===== config.mk =====
export PLATFORM = sky130hd
export DESIGN_NAME = loopback_rx_pkt_monitor_flat
export DESIGN_NICKNAME = d
export VERILOG_FILES = /design/src/rtl/loopback_rx_pkt_monitor_if.sv /design/src/rtl/loopback_rx_pkt_monitor.sv /design/src/flat_wrapper.sv
export SDC_FILE = /design/constraint.sdc
export NUM_CORES = 1
export LEC_CHECK = 0
export BUFFER_PORTS_ARGS = -buffer_cell sky130_fd_sc_hd__buf_2
export CAP_MARGIN = 20
export CORE_MARGIN = 4
export CORE_UTILIZATION = 52
export DETAILED_ROUTE_END_ITERATION = 10
export GPL_TIMING_DRIVEN = 1
export PLACE_DENSITY = 0.79
export SYNTH_ARGS = -nofsm -noshare
export SYNTH_HDL_FRONTEND = slang
export SYNTH_SLANG_ARGS = --single-unit

===== constraint.sdc =====
create_clock -name user_clk -period 2.55 [get_ports user_clk]
set_input_delay 0.255 -clock user_clk [delete_from_list [all_inputs] [get_ports user_clk]]
set_output_delay 0.255 -clock user_clk [all_outputs]
set_load 0.005 [all_outputs]

===== src/rtl/loopback_rx_pkt_monitor_if.sv =====
// Receive-side bus between the loopback RX FIFO tap and the packet monitor.
//   link_up, rx_valid, rx_eof, rx_overrun, ctrl_clr : stream/control into the monitor
//   status_out[31:0], pkt_good                      : status word and good-packet pulse out
interface loopback_rx_pkt_monitor_if;
    logic        link_up;
    logic        rx_valid;
    logic        rx_eof;
    logic        rx_overrun;
    logic        ctrl_clr;
    logic [31:0] status_out;
    logic        pkt_good;

    modport master (
        output link_up, rx_valid, rx_eof, rx_overrun, ctrl_clr,
        input  status_out, pkt_good
    );

    modport slave (
        input  link_up, rx_valid, rx_eof, rx_overrun, ctrl_clr,
        output status_out, pkt_good
    );
endinterface


===== src/rtl/loopback_rx_pkt_monitor.sv =====
// Loopback RX packet monitor: delimits packets on the FIFO input stream, checks
// length against EXP_LEN, counts good packets, length errors and FIFO overruns,
// and publishes a registered 32-bit status word for the PPC software register.
//   user_clk, user_rst : clock, asynchronous active-high reset
//   bus (slave)        : link_up/rx_valid/rx_eof/rx_overrun/ctrl_clr in,
//                        status_out/pkt_good out
// status_out = {pkt_cnt[15:0], err_cnt[7:0], ovr_cnt[3:0], in_pkt, sticky_ovr,
//               sticky_len, link_up}
module loopback_rx_pkt_monitor #(
    parameter int unsigned EXP_LEN = 64,
    parameter int unsigned LEN_W   = 16
) (
    input  logic                      user_clk,
    input  logic                      user_rst,
    loopback_rx_pkt_monitor_if.slave  bus
);

    typedef enum logic [1:0] {
        ST_IDLE = 2'd0,
        ST_RX   = 2'd1,
        ST_DROP = 2'd2
    } state_t;

    localparam logic [LEN_W-1:0] EXP_LEN_W = LEN_W'(EXP_LEN);

    state_t           state_q, state_d;
    logic [LEN_W-1:0] wcnt_q, wcnt_d, wcnt_inc;
    logic [15:0]      pkt_cnt_q;
    logic [7:0]       err_cnt_q;
    logic [3:0]       ovr_cnt_q;
    logic             sticky_ovr_q;
    logic             sticky_len_q;
    logic             link_q;
    logic             pkt_good_q;

    logic             word_c;
    logic             good_c;
    logic             len_err_c;
    logic             abort_err_c;

    assign word_c   = bus.rx_valid & bus.link_up;
    assign wcnt_inc = wcnt_q + LEN_W'(1);

    // State register
    always_ff @(posedge user_clk or posedge user_rst) begin
        if (user_rst) begin
            state_q <= ST_IDLE;
            wcnt_q  <= '0;
        end else begin
            state_q <= state_d;
            wcnt_q  <= wcnt_d;
        end
    end

    // Next state and per-cycle packet events.
    // Link loss dominates overrun, which dominates normal word handling, so an
    // abandoned packet is counted exactly once and never as good.
    always_comb begin
        state_d     = state_q;
        wcnt_d      = wcnt_q;
        good_c      = 1'b0;
        len_err_c   = 1'b0;
        abort_err_c = 1'b0;
        unique case (state_q)
            ST_IDLE: begin
                if (word_c) begin
                    if (bus.rx_eof) begin
                        if (EXP_LEN_W == LEN_W'(1)) good_c    = 1'b1;
                        else                        len_err_c = 1'b1;
                    end else begin
                        wcnt_d  = LEN_W'(1);
                        state_d = ST_RX;
                    end
                end
            end
            ST_RX: begin
                if (!bus.link_up) begin
                    abort_err_c = 1'b1;
                    state_d     = ST_IDLE;
                end else if (bus.rx_overrun) begin
                    abort_err_c = 1'b1;
                    state_d     = (word_c && bus.rx_eof) ? ST_IDLE : ST_DROP;
                end else if (word_c) begin
                    if (bus.rx_eof) begin
                        if (wcnt_inc == EXP_LEN_W) good_c    = 1'b1;
                        else                       len_err_c = 1'b1;
                        state_d = ST_IDLE;
                    end else begin
                        wcnt_d = wcnt_inc;
                        // Reaching EXP_LEN without eof means the packet is too long
                        if (wcnt_inc >= EXP_LEN_W) begin
                            len_err_c = 1'b1;
                            state_d   = ST_DROP;
                        end
                    end
                end
            end
            ST_DROP: begin
                if (!bus.link_up || (word_c && bus.rx_eof)) state_d = ST_IDLE;
            end
            default: state_d = ST_IDLE;
        endcase
    end

    // Counters and sticky bits; clear wins over any same-cycle increment
    always_ff @(posedge user_clk or posedge user_rst) begin
        if (user_rst) begin
            pkt_cnt_q    <= '0;
            err_cnt_q    <= '0;
            ovr_cnt_q    <= '0;
            sticky_ovr_q <= 1'b0;
            sticky_len_q <= 1'b0;
            link_q       <= 1'b0;
            pkt_good_q   <= 1'b0;
        end else begin
            link_q     <= bus.link_up;
            pkt_good_q <= good_c;
            if (bus.ctrl_clr) begin
                pkt_cnt_q    <= '0;
                err_cnt_q    <= '0;
                ovr_cnt_q    <= '0;
                sticky_ovr_q <= 1'b0;
                sticky_len_q <= 1'b0;
            end else begin
                if (good_c) pkt_cnt_q <= pkt_cnt_q + 16'd1;
                if ((len_err_c || abort_err_c) && (err_cnt_q != 8'hFF))
                    err_cnt_q <= err_cnt_q + 8'd1;
                if (bus.rx_overrun) begin
                    sticky_ovr_q <= 1'b1;
                    if (ovr_cnt_q != 4'hF) ovr_cnt_q <= ovr_cnt_q + 4'd1;
                end
                if (len_err_c) sticky_len_q <= 1'b1;
            end
        end
    end

    assign bus.status_out = {pkt_cnt_q, err_cnt_q, ovr_cnt_q, (state_q != ST_IDLE),
                             sticky_ovr_q, sticky_len_q, link_q};
    assign bus.pkt_good   = pkt_good_q;

endmodule


===== src/flat_wrapper.sv =====
// flat-port wrapper written by rule: the top's interface ports become plain ports
module loopback_rx_pkt_monitor_flat 
#(
    parameter int unsigned EXP_LEN = 64,
    parameter int unsigned LEN_W   = 16
)
  (user_clk, user_rst, bus_link_up, bus_rx_valid, bus_rx_eof, bus_rx_overrun, bus_ctrl_clr, bus_status_out, bus_pkt_good);
  loopback_rx_pkt_monitor_if bus_i ();
  input  logic user_clk;
  input  logic user_rst;
  input wire logic [$bits(bus_i.link_up)-1:0] bus_link_up;
  input wire logic [$bits(bus_i.rx_valid)-1:0] bus_rx_valid;
  input wire logic [$bits(bus_i.rx_eof)-1:0] bus_rx_eof;
  input wire logic [$bits(bus_i.rx_overrun)-1:0] bus_rx_overrun;
  input wire logic [$bits(bus_i.ctrl_clr)-1:0] bus_ctrl_clr;
  output wire logic [$bits(bus_i.status_out)-1:0] bus_status_out;
  output wire logic [$bits(bus_i.pkt_good)-1:0] bus_pkt_good;
  assign bus_i.link_up = bus_link_up;
  assign bus_i.rx_valid = bus_rx_valid;
  assign bus_i.rx_eof = bus_rx_eof;
  assign bus_i.rx_overrun = bus_rx_overrun;
  assign bus_i.ctrl_clr = bus_ctrl_clr;
  assign bus_status_out = bus_i.status_out;
  assign bus_pkt_good = bus_i.pkt_good;
  loopback_rx_pkt_monitor #(.EXP_LEN(EXP_LEN), .LEN_W(LEN_W)) u_core (.user_clk(user_clk), .user_rst(user_rst), .bus(bus_i));
endmodule

### Word level (Yosys, flattened, before mapping)

Cells that the tools add are included.

| storage, ports and cells | value |
|---|---|
| flip-flop bits (word level) | 50 |
| output and inout port bits | 33 |

| operators by class | value |
|---|---|
| $add $sub $neg | 4 |
| order comparisons | 1 |
| equal/unequal tests | 14 |
| muxes and demuxes | 46 |
| bitwise gates (word level) | 1 |
| reduce and logical (&&, ||, !) cells | 16 |

Operators by type and width:

| kind | count |
|---|---|
| two-way mux 16 bit | 8 |
| adder 16 x 1 -> 16 bit (second input constant) | 2 |
| one-hot mux 16 bit (2 select lines) | 1 |
| two-way mux 1 bit | 21 |
| two-way mux 2 bit | 9 |
| equality test 16 x 7 -> 1 bit (second input constant) | 1 |
| greater-or-equal comparator 16 x 7 -> 1 bit (second input constant) | 1 |
| two-way mux 8 bit | 2 |
| nonzero test 2 bit | 7 |
| two-way mux 4 bit | 3 |
| adder 8 x 1 -> 8 bit (second input constant) | 1 |
| != test 2 bit (second input constant) | 4 |
| != test 8 bit (second input constant) | 1 |
| AND reduction 7 bit | 1 |
| != test 2 x 1 -> 1 bit (second input constant) | 3 |
| one-hot mux 2 bit (3 select lines) | 1 |
| != test 5 x 4 -> 1 bit (second input constant) | 1 |
| AND reduction 5 bit | 1 |
| adder 4 x 1 -> 4 bit (second input constant) | 1 |
| != test 4 x 3 -> 1 bit (second input constant) | 1 |
| != test 4 bit (second input constant) | 1 |
| equality test 2 x 1 -> 1 bit (second input constant) | 1 |
| equality test 2 bit (second input constant) | 1 |
| logical AND 1 bit | 2 |
| 6 further kinds | 7 |

### Logic depth before layout (Yosys ltp)

Gate-level depths: netlist of the first run.

| depth | value |
|---|---|
| depth in word-level cells | 12 |
| depth in mapped cells | 10 |
| gate-level depth less buffers | 8 |

### Worst setup path after synthesis of the first run

OpenSTA, ideal clock, no wires.

| path | value |
|---|---|
| path kind | register -> register |
| start | register u_core.wcnt_q[0] |
| end | register u_core.err_cnt_q[2] |
| library setup time | 0.128 ns |
| arrival | 2.456 ns |
| setup slack | -0.033 ns |
| cell stages (with the launch flop) | 9 |
| path buffers | 0 |
| period minus slack after synthesis | 2.583 ns |
| path through | dfrtp_1 ha_1 a21bo_2 nor4_1 nor3_1 or4_4 o31ai_4 a21oi_1 mux2_1 |

| between the ends | value |
|---|---|
| longest elaborated chain between the ends | 11 |
| elaborated cells between the ends (all ways) | 13 |

Ends and longest elaborated chain:

| what | line | text |
|---|---|---|
| from (decl) | loopback_rx_pkt_monitor.sv:27 | `logic [LEN_W-1:0] wcnt_q, wcnt_d, wcnt_inc;` |
| from (signal assigned) | loopback_rx_pkt_monitor.sv:51 | `wcnt_q <= wcnt_d;` |
| adder 16 x 1 -> 16 bit * | loopback_rx_pkt_monitor.sv:42 | `assign wcnt_inc = wcnt_q + LEN_W'(1);` |
| greater-or-equal comparator 16 x 7 -> 1 bit or equality test 16 x 7 -> 1 bit (tied branches) | loopback_rx_pkt_monitor.sv:91, loopback_rx_pkt_monitor.sv:85 |  |
| two-way mux 1 bit, on equally long branches | loopback_rx_pkt_monitor.sv:91, loopback_rx_pkt_monitor.sv:85 |  |
| two-way mux 1 bit * | loopback_rx_pkt_monitor.sv:84 | `if (bus.rx_eof) begin` |
| two-way mux 1 bit * | loopback_rx_pkt_monitor.sv:83 | `end else if (word_c) begin` |
| two-way mux 1 bit * | loopback_rx_pkt_monitor.sv:80 | `end else if (bus.rx_overrun) begin` |
| two-way mux 1 bit * | loopback_rx_pkt_monitor.sv:77 | `if (!bus.link_up) begin` |
| one-hot mux 1 bit (2 select lines) * | loopback_rx_pkt_monitor.sv:64 | `unique case (state_q)` |
| logical OR 1 bit * | loopback_rx_pkt_monitor.sv:126 | `if ((len_err_c \|\| abort_err_c) && (err_cnt_q != 8'hFF))` |
| logical AND 1 bit * | loopback_rx_pkt_monitor.sv:126 |  |
| nonzero test 2 bit (no line) * | n/a |  |
| to (signal assigned) | loopback_rx_pkt_monitor.sv:127 | `err_cnt_q <= err_cnt_q + 8'd1;` |
| to (decl) | loopback_rx_pkt_monitor.sv:29 | `logic [7:0] err_cnt_q;` |

Every way passes the cells marked *; elsewhere a longest branch is shown, timed or not.
A chain may end at the register's enable or synchronous reset.

### Worst setup path after layout of the first run

| path | value |
|---|---|
| start | register u_core.wcnt_q[0] |
| end | register u_core.pkt_cnt_q[9] |

| between the ends | value |
|---|---|
| longest elaborated chain between the ends | 9 |

Ends and longest elaborated chain:

| what | line | text |
|---|---|---|
| adder 16 x 1 -> 16 bit | loopback_rx_pkt_monitor.sv:42 |  |
| equality test 16 x 7 -> 1 bit | loopback_rx_pkt_monitor.sv:85 | `if (wcnt_inc == EXP_LEN_W) good_c = 1'b1;` |
| two-way mux 1 bit | loopback_rx_pkt_monitor.sv:85 |  |
| two-way mux 1 bit | loopback_rx_pkt_monitor.sv:84 |  |
| two-way mux 1 bit | loopback_rx_pkt_monitor.sv:83 |  |
| two-way mux 1 bit | loopback_rx_pkt_monitor.sv:80 |  |
| two-way mux 1 bit | loopback_rx_pkt_monitor.sv:77 |  |
| two-way mux 1 bit | loopback_rx_pkt_monitor.sv:64 |  |
| nonzero test 2 bit (no line) | n/a |  |
| to (signal assigned) | loopback_rx_pkt_monitor.sv:125 | `if (good_c) pkt_cnt_q <= pkt_cnt_q + 16'd1;` |
| to (decl) | loopback_rx_pkt_monitor.sv:28 | `logic [15:0] pkt_cnt_q;` |

Every way passes these cells.

==> results of run 1 <==
## per-layer routing
layer	track usage, %	vias to the layer above	wire, um
met5	0	-	0
met4	9.06	0	202
met3	4.81	22	472
met2	36.7	110	4070
met1	29.1	1417	3590
li1	-	1383	-
## flip-flops by register name, summed over array words and instances (netlist names)
signal               count
u_core.wcnt_q           16
u_core.link_q            1
u_core.ovr_cnt_q         4
u_core.sticky_len_q      1
u_core.pkt_cnt_q        16
u_core.err_cnt_q         8
u_core.bus.pkt_good      1
u_core.state_q           2
u_core.sticky_ovr_q      1
## what timing repair did
item | in CTS | in global routing
endpoints found under the hold margin | 13 | 0
setup buffers | 6 | 3
pin swaps | 7 | 15
hold buffers | 1 | 0
resized for setup | 22 | 30
setup endpoints to repair | 19 | 21
gates cloned | 0 | 1
## stage by stage
step / cells / total power [mW]
after floorplan: 345 / 0.997
after global placement: 469 / 1.06
after detailed placement: 469 / 1.07
after CTS: 484 / 1.61
after global routing: 488 / 1.69
final: 488 / 1.61
## area by class of cell
class | count | share of cell area [%]
clock buffer | 6 | 2.12
multi-input combinational | 265 | 47.5
clock inverter | 2 | 0.418
timing repair buffer | 87 | 14.9
tap | 72 | 2.31
sequential | 50 | 32.2
inverter | 6 | 0.578
## cells in the mapped netlist, types with 7 or more instances
master    instances
dfrtp_1          50
nor2_1           35
o21ai_0          33
nand2_1          30
a21oi_1          26
nand3_1          19
clkbuf_1         15
nor2b_1          11
or3_1            11
xor2_1            8
and3_1            7
nand4_1           7
nor3_1            7
nor4_1            7
## power by group through the flow
stage	Sequential [mW]	Combinational (mW)	Clock [mW]
final	0.856	0.241	0.513
after detailed placement	0.864	0.204	0
after global placement	0.862	0.197	0
after CTS	0.855	0.235	0.525
after floorplan	0.858	0.139	0
after global routing	0.861	0.271	0.555
## path summary, 6_finish.rpt
kind                                                    to  depth (start not counted)
setup / recovery           u_core.pkt_cnt_q[9]$_DFFE_PP0P_                         11
max in group asynchronous    u_core.state_q[1]$_DFFE_PP0P_                          4
hold / removal                     u_core.link_q$_DFF_PP0_                          1
min in group asynchronous    u_core.wcnt_q[12]$_DFFE_PP0P_                          3
hold reg to reg            u_core.sticky_ovr_q$_DFFE_PP0P_                          2
setup reg to reg           u_core.pkt_cnt_q[9]$_DFFE_PP0P_                         11
## logic make-up after synthesis
| group | share of synthesized area [%] |
|---|---|
| flops | 41.3 |
| compound gates | 16.3 |
| buf+inv | 5.41 |
| fa+ha+maj | 1.65 |
| mux | 4.09 |
| simple gates | 28.3 |
| xor+xnor | 2.89 |
==> metrics.csv, run 1 <==
stage;metric;value;unit
power_and_ir_drop;Power Internal;1.16;mW
worst_hold_path;HP Class;input pin to flop;
synthesis;synthesized area;3030;um^2
global_route;global route overflow;0;
global_route;antenna violations before repair;0;
timing;period utilization;106;%
critical_path;sum of buffers and inverters on the critical path;4;
power_and_ir_drop;pwr dens;413;nW/um^2
clock_tree;Clock Latency Late Sink;320;ps
placed_design;Post-DP Area;3450;um^2
finish;Final Cell Area;3890;um^2
critical_path;CP max stage delay;420;ps
route;total wire length;8330;um
route;routed len/inst;17.1;um
synthesis;post-synthesis sequential area ratio;41.3;%
critical_path;Crit path required time;2790;ps
global_route;vias in the first global route;2785;
synthesis;count of state elements after synthesis;50;
timing;final worst slack;-142;ps
floorplan;Die ar.;7110;um^2
power_and_ir_drop;Reg power frac;53.2;%
route;Final ANT Viol Nets;0;
critical_path;Reg-to-Reg Start;u_core.wcnt_q[0]$_DFFE_PP0P_;
finish;fin util;69.9;%
floorplan;area of the core;5570;um^2
clock_tree;worst-case clock buffer depth;2;
synthesis;Mapped Nets;356;
timing;skew final;10.7;ps
critical_path;Slowest-stage cell, CP;dfrtp_1;
route;Avg Vias per Cell;6.01;
floorplan;die height;84.3;um
finish;most frequent cells in the layout;dfrtp_1 (49), buf_2 (40), buf_4 (39);
timing;worst hold slack;95.6;ps
critical_path;Crit path max-delay family;simple AND/OR/NAND/NOR gates;
synthesis;Mean Syn Cell Area;8.78;um^2
floorplan;# IOs;40;
finish;synth-to-layout area growth;28.6;%
clock_tree;clk root buf;clkbuf_8;
synthesis;main area contributors after synthesis;dfrtp_1 (41%), o21ai_0 (5.5%), nor2_1 (4.3%);
route;DR iter-0 viols;213;
route;via count;2932;
power_and_ir_drop;peak supply drop;0.234;mV
floorplan;# rows;27;
critical_path;startpoint types;flop;
floorplan;Die X;84.3;um
global_route;Tot GR Track Use;22.5;%
timing;Slew @ Worst Pin;814;ps
status;failing checks;setup timing;
power_and_ir_drop;leakage;1.85;nW
global_route;largest net degree at the start of global routing;42;
placed_design;Detail Placement HPWL;5290;um
power_and_ir_drop;switch share;28.1;%
timing;# setup viols final;19;
finish;Layout Nets;426;
power_and_ir_drop;NetSw;0.453;mW
worst_hold_path;Hold Startpoint;bus_link_up;
global_route;first-pass GRT wire length;13000;um
route;Residual DRC;0;
clock_tree;Clock Pin Slew Worst Setup and Hold Paths;100;ps
clock_tree;H-tree level count;2;
timing;f_max;371;MHz
power_and_ir_drop;power share of the clock group;31.8;%
clock_tree;CTS Sinks;50;
timing;pins over their slew limit;0;
synthesis;cell count after synthesis;345;
placed_design;Placer Congestion;0.891;
floorplan;Initial Util;54.3;%
synthesis;share of the synthesized area in the top cell type;41.3;%
critical_path;Critical Path AT;2930;ps
synthesis;Yosys Warn Count;0;
timing;Hold Vio Cnt, Final;0;
timing;Worst slew margin;45.7;%
critical_path;Worst Setup End Kind;flop;
critical_path;WS Path Type;flop to flop;
synthesis;ys async rst share;100;%
finish;Register Area;1250;um^2
critical_path;R2R Setup Slk;-140;ps
route;DR pass1 iterations;4;
timing;setup TNS;-1330;ps
synthesis;number of synthesized flops with an enable pin;0;
critical_path;crit-path cells;buf_6, nand3_4, nor4_4, xor2_2, buf_4, nor4_4, buf_4, nand4_1, buf_6, or3_4, a21oi_2;
synthesis;largest area contributor in the netlist;dfrtp_1;
finish;commonest non-fill, non-tap cell in the layout;dfrtp_1;
finish;ant diodes;0;
clock_tree;TritonCTS clock tree;built;
clock_tree;total CTS buffers;5;
synthesis;Distinct cells, synth;54;
finish;proportion of layout cells with a drive suffix above 1;34.6;%
power_and_ir_drop;Comb pwr share;15.0;%
status;outcome;complete, but fails checks;
placed_design;dpl ws;-134;ps
placed_design;Port Buffer Count;39;
critical_path;CP Launch Point;u_core.wcnt_q[0]$_DFFE_PP0P_;
finish;Fillers;409;
finish;Multi-input gate area;1850;um^2
timing;crit path time final;2690;ps
run;# Max-Cap Violations;0;
critical_path;Max FO, Critical Path;7;
synthesis;Synth Flop Type;dfrtp_1;
timing;RSZ-0062 raised after global routing;true;
(Power assumes the default switching activity.)
==> run 2, diff against run 1 <==
--- a/config.mk
+++ b/config.mk
@@ -5,7 +5,7 @@
 export SDC_FILE = /design/constraint.sdc
 export NUM_CORES = 1
 export LEC_CHECK = 0
-export BUFFER_PORTS_ARGS = -buffer_cell sky130_fd_sc_hd__buf_2
+export BUFFER_PORTS_ARGS = -buffer_cell sky130_fd_sc_hd__buf_4
 export CAP_MARGIN = 20
 export CORE_MARGIN = 4
 export CORE_UTILIZATION = 52
==> metrics.csv, run 2 (synthesis results as in run 1) <==
stage;metric;value;unit
status;outcome;complete, but fails checks;
status;failing checks;setup timing;
route;routed length on met3;421;um
critical_path;cell repeated most along the worst path;buf_6;
global_route;global route overflow;0;
power_and_ir_drop;Comb pwr share;16.1;%
run;# Max-Cap Violations;0;
timing;# setup viols final;7;
floorplan;area of the core;5570;um^2
critical_path;Max FO, Critical Path;8;
route;Post-Route M1 WL;3450;um
worst_hold_path;Hold Path Depth;1;
critical_path;Crit path required time;2750;ps
placed_design;Port Buffer Count;39;
floorplan;# IOs;40;
clock_tree;Clock Pin Slew Worst Setup and Hold Paths;90;ps
worst_hold_path;HP Class;input pin to flop;
clock_tree;worst-case clock buffer depth;2;
finish;most frequent cells in the layout;buf_4 (76), dfrtp_1 (50), nor2_1 (35);
placed_design;Detail Placement HPWL;5360;um
floorplan;# rows;27;
power_and_ir_drop;NetSw;0.451;mW
global_route;Tot GR Track Use;21.0;%
power_and_ir_drop;switch share;28.5;%
finish;synth-to-layout area growth;25.2;%
timing;crit path time final;2600;ps
timing;pins over their slew limit;0;
clock_tree;total CTS buffers;5;
global_route;largest net degree at the start of global routing;42;
timing;worst hold slack;86.8;ps
clock_tree;Clock Latency Late Sink;320;ps
critical_path;Worst Setup End Kind;flop;
timing;period utilization;102;%
route;WL met2;3610;um
power_and_ir_drop;Power Internal;1.13;mW
critical_path;Slowest-stage cell, CP;or4_4;
power_and_ir_drop;total power;1.58;mW
placed_design;Placer Congestion;0.884;
global_route;first-pass GRT wire length;12300;um
critical_path;crit-path cells;buf_6, nand3_4, buf_8, nor4_4, nor3_4, or4_4, o31ai_4, buf_6, a21oi_1, mux2_1;
critical_path;startpoint types;flop;
route;DR iter-0 viols;170;
timing;Hold Vio Cnt, Final;0;
power_and_ir_drop;power share of the clock group;29.8;%
critical_path;Critical Path AT;2810;ps
critical_path;Worst R2R Path Depth;10;
timing;final worst slack;-55.0;ps
route;total wire length;7650;um
power_and_ir_drop;Reg power frac;54.1;%
finish;commonest non-fill, non-tap cell in the layout;buf_4;
clock_tree;CTS Sinks;50;
timing;skew final;12.0;ps
finish;Fillers;454;
route;Final ANT Viol Nets;0;
route;DR pass1 iterations;5;
global_route;antenna violations before repair;0;
power_and_ir_drop;peak supply drop;0.311;mV
timing;Slew @ Worst Pin;726;ps
route;top layer reached by signal wires;met4;
floorplan;Initial Util;54.3;%
global_route;vias in the first global route;2579;
placed_design;dpl ws;-81.5;ps
power_and_ir_drop;pwr dens;418;nW/um^2
critical_path;WS Path Type;flop to flop;
timing;f_max;384;MHz
timing;Worst slew margin;51.6;%
clock_tree;TritonCTS clock tree;built;
route;Residual DRC;0;
finish;proportion of layout cells with a drive suffix above 1;27.9;%
clock_tree;clk root buf;clkbuf_8;
critical_path;CP max stage delay;500;ps
route;via count;2838;
route;Avg Vias per Cell;5.90;
floorplan;Die ar.;7110;um^2
power_and_ir_drop;leakage;1.75;nW
timing;RSZ-0062 raised after global routing;true;
floorplan;Die X;84.3;um
route;routed len/inst;15.9;um
finish;Layout Nets;420;
finish;top flop regs;u_core.pkt_cnt_q (16), u_core.wcnt_q (16), u_core.err_cnt_q (8);
floorplan;die height;84.3;um
clock_tree;H-tree level count;2;
finish;ant diodes;0;
## run 2: cell types whose count changed in the layout (fill, tap and decap cells not counted), moves of 2 or more
cell     change
buf_2       -40
buf_4       +37
a21oi_1      +7
or3_1        +7
or3_4        -7
a21oi_2      -6
buf_6        -4
nor4_4       -2
o21ai_0      +2
## run 2: path summary, 6_finish.rpt
| kind | startpoint | endpoint | slack [ps] |
|---|---|---|---|
| worst max-delay path | u_core.wcnt_q[0]$_DFFE_PP0P_ | u_core.err_cnt_q[7]$_DFFE_PP0P_ | -50 |
| worst min-delay path | bus_link_up | u_core.link_q$_DFF_PP0_ | 90 |
| worst max register to register | u_core.wcnt_q[0]$_DFFE_PP0P_ | u_core.err_cnt_q[7]$_DFFE_PP0P_ | -50 |
| worst min register to register | u_core.sticky_ovr_q$_DFFE_PP0P_ | u_core.sticky_ovr_q$_DFFE_PP0P_ | 530 |
| max in group asynchronous | user_rst | u_core.wcnt_q[4]$_DFFE_PP0P_ | 1430 |
| min in group asynchronous | user_rst | u_core.wcnt_q[14]$_DFFE_PP0P_ | 500 |
## run 2: critical path, delay by kind of cell (launching register included)
kind / cells / cell delay, ps
buffers and inverters: 3 / 460
muxes: 1 / 340
and+or+nand+nor: 4 / 990
DFF: 1 / 440
AOI/OAI and AO/OA: 2 / 280
## run 2: area by class of cell
type	count	area [um^2]	area share, %
inverter	6	22.5	0.594
clock inverter	2	15.0	0.396
clock buffer	5	68.8	1.82
sequential	50	1250	33.0
multi-input combinational	265	1710	45.2
timing repair buffer	81	629	16.6
tap	72	90.1	2.38
## run 2: repair_timing
action | 4_1_cts | 5_1_grt
setup buffers | 0 | 4
setup endpoints to repair | 10 | 17
hold endpoints to repair | 19 | 0
gates resized for setup | 7 | 14
gates cloned | 0 | 0
hold buffers | 1 | 0
## run 2: routing by layer
layer  up-vias  GRT usage, %
met3        16          4.02
met5         -             0
met1      1359          27.9
li1       1365             -
met4         0          6.73
met2        98          34.8
## run 2: stage by stage
stage                     cells  utilization, %  TNS [ps]  area, um^2
after floorplan             345               -         0        3030
after global placement      469            63.6     -61.5        3550
after detailed placement    469            63.6      -485        3550
after CTS                   477            66.0     -60.8        3680
after global routing        481            68.0     -1020        3790
final                       481            68.0      -305        3790
## run 2: power groups by stage
stage / registers [mW] / clock network (mW) / logic (mW)
after global placement: 0.861 / 0 / 0.211
after CTS: 0.849 / 0.477 / 0.223
final: 0.856 / 0.472 / 0.255
after detailed placement: 0.864 / 0 / 0.220
after floorplan: 0.858 / 0 / 0.139
after global routing: 0.860 / 0.514 / 0.282
==> run 3, diff against run 2 <==
--- a/config.mk
+++ b/config.mk
@@ -12,6 +12,8 @@
 export DETAILED_ROUTE_END_ITERATION = 10
 export GPL_TIMING_DRIVEN = 1
 export PLACE_DENSITY = 0.79
+export RECOVER_POWER = 25
+export SLEW_MARGIN = 20
 export SYNTH_ARGS = -nofsm -noshare
 export SYNTH_HDL_FRONTEND = slang
 export SYNTH_SLANG_ARGS = --single-unit
==> metrics.csv, run 3 (synthesis results as in run 1) <==
stage;metric;value;unit
floorplan;# IOs;40;
finish;commonest non-fill, non-tap cell in the layout;buf_4;
timing;RSZ-0062 raised after global routing;true;
global_route;most used routing layer;met2;
floorplan;Die X;84.3;um
critical_path;Critical Path AT;2810;ps
global_route;vias in the first global route;2579;
timing;f_max;383;MHz
route;via count;2822;
global_route;global route overflow;0;
power_and_ir_drop;Comb pwr share;16.0;%
route;Final ANT Viol Nets;0;
critical_path;startpoint types;flop;
global_route;Tot GR Track Use;21.0;%
global_route;antenna violations before repair;0;
status;outcome;complete, but fails checks;
clock_tree;Clock Latency Late Sink;320;ps
floorplan;area of the core;5570;um^2
finish;Multi-input gate area;1710;um^2
timing;crit path time final;2610;ps
finish;synth-to-layout area growth;25.0;%
route;routed len/inst;15.8;um
power_and_ir_drop;switch share;28.5;%
critical_path;WS Path Type;flop to flop;
timing;Slew @ Worst Pin;820;ps
placed_design;Port Buffer Count;39;
critical_path;sum of buffers and inverters on the critical path;3;
critical_path;Max FO, Critical Path;8;
finish;Register Area;1250;um^2
global_route;met3 GRT Util;4.02;%
clock_tree;worst-case clock buffer depth;2;
timing;skew final;11.8;ps
timing;pins over their slew limit;0;
power_and_ir_drop;Power Internal;1.13;mW
critical_path;cell repeated most along the worst path;buf_6;
critical_path;Crit path max-delay family;simple AND/OR/NAND/NOR gates;
timing;# setup viols final;7;
critical_path;Slowest-stage cell, CP;or4_4;
finish;top flop regs;u_core.pkt_cnt_q (16), u_core.wcnt_q (16), u_core.err_cnt_q (8);
critical_path;CP max stage delay;500;ps
clock_tree;H-tree level count;2;
timing;Worst slew margin;45.3;%
placed_design;Placer Congestion;0.884;
timing;final worst slack;-60.5;ps
finish;Fillers;453;
placed_design;Post-DP Area;3550;um^2
run;# Max-Cap Violations;0;
route;Residual DRC;0;
global_route;largest net degree at the start of global routing;42;
power_and_ir_drop;NetSw;0.450;mW
finish;ant diodes;0;
route;DR iter-0 viols;176;
power_and_ir_drop;leakage;1.73;nW
critical_path;crit-path cells;buf_6, nand3_4, buf_8, nor4_4, nor3_4, or4_4, o31ai_4, buf_6, a21oi_1, mux2_1;
finish;Layout Nets;420;
status;failing checks;setup timing;
clock_tree;TritonCTS clock tree;built;
worst_hold_path;HP Class;input pin to flop;
floorplan;# rows;27;
power_and_ir_drop;power share of the clock group;29.8;%
finish;most frequent cells in the layout;buf_4 (64), dfrtp_1 (50), nor2_1 (35);
route;Avg Vias per Cell;5.87;
timing;Hold Vio Cnt, Final;0;
finish;fin util;67.9;%
global_route;met1 Usage GRT;27.9;%
clock_tree;total CTS buffers;5;
finish;proportion of layout cells with a drive suffix above 1;27.1;%
placed_design;Detail Placement HPWL;5360;um
route;DR pass1 iterations;4;
clock_tree;CTS Sinks;50;
global_route;met2 global-route usage;34.8;%
power_and_ir_drop;pwr dens;418;nW/um^2
clock_tree;Clock Pin Slew Worst Setup and Hold Paths;90;ps
timing;period utilization;102;%
critical_path;Crit path required time;2750;ps
global_route;first-pass GRT wire length;12300;um
power_and_ir_drop;peak supply drop;0.310;mV
critical_path;Worst Setup End Kind;flop;
floorplan;die height;84.3;um
floorplan;Die ar.;7110;um^2
clock_tree;clk root buf;clkbuf_8;
power_and_ir_drop;Reg power frac;54.1;%
route;total wire length;7600;um
floorplan;Initial Util;54.3;%
finish;Final Cell Area;3780;um^2
run 3: area by class of cell:
type | count | share of cell area (%)
clock buffers | 5 | 1.82
clock inverters | 2 | 0.397
inverters | 6 | 0.595
multi-input cells | 265 | 45.3
flip-flops and latches | 50 | 33.1
well taps | 72 | 2.38
repair buffers | 81 | 16.4
run 3: repair_timing:
item,4_1_cts,5_1_grt
hold buffers,1,0
setup endpoints to repair,10,17
buffers inserted,0,4
endpoints found under the hold margin,19,0
pin swaps,0,0
resized for setup,7,14
run 3: power by group through the flow:
stage               clock (mW)  sequential, mW  combinational (mW)
floorplan                    0           0.858               0.139
finish                   0.472           0.856               0.254
global placement             0           0.861               0.211
global route             0.514           0.860               0.280
CTS                      0.477           0.849               0.223
detailed placement           0           0.864               0.220
run 3: routing by layer:
layer / vias to the layer above / part of all wire (%)
li1: 1370 / -
met1: 1359 / 45
met5: - / 0
met3: 12 / 5.7
met2: 81 / 48
met4: 0 / 1.9
run 3: path summary, 6_finish.rpt:
path / from / to / slack (ps) / cells past startpoint
setup / recovery: u_core.wcnt_q[0]$_DFFE_PP0P_ / u_core.err_cnt_q[7]$_DFFE_PP0P_ / -60 / 10
hold / removal: bus_link_up / u_core.link_q$_DFF_PP0_ / 140 / 1
setup reg to reg: u_core.wcnt_q[0]$_DFFE_PP0P_ / u_core.err_cnt_q[7]$_DFFE_PP0P_ / -60 / 10
hold reg to reg: u_core.sticky_ovr_q$_DFFE_PP0P_ / u_core.sticky_ovr_q$_DFFE_PP0P_ / 530 / 2
max in group asynchronous: user_rst / u_core.wcnt_q[5]$_DFFE_PP0P_ / 1140 / 4
min in group asynchronous: user_rst / u_core.wcnt_q[14]$_DFFE_PP0P_ / 650 / 3
run 3: stage by stage:
step | std cells | setup slack (ps) | hold WS [ps] | setup TNS [ps] | total power, mW
after CTS | 477 | -20.2 | 84.2 | -60.8 | 1.55
final | 481 | -60.5 | 136 | -341 | 1.58
after global routing | 481 | -137 | 145 | -1020 | 1.65
after global placement | 469 | -13.0 | 298 | -61.5 | 1.07
after detailed placement | 469 | -81.5 | 302 | -485 | 1.08
after floorplan | 345 | 11.6 | 286 | 0 | 0.997
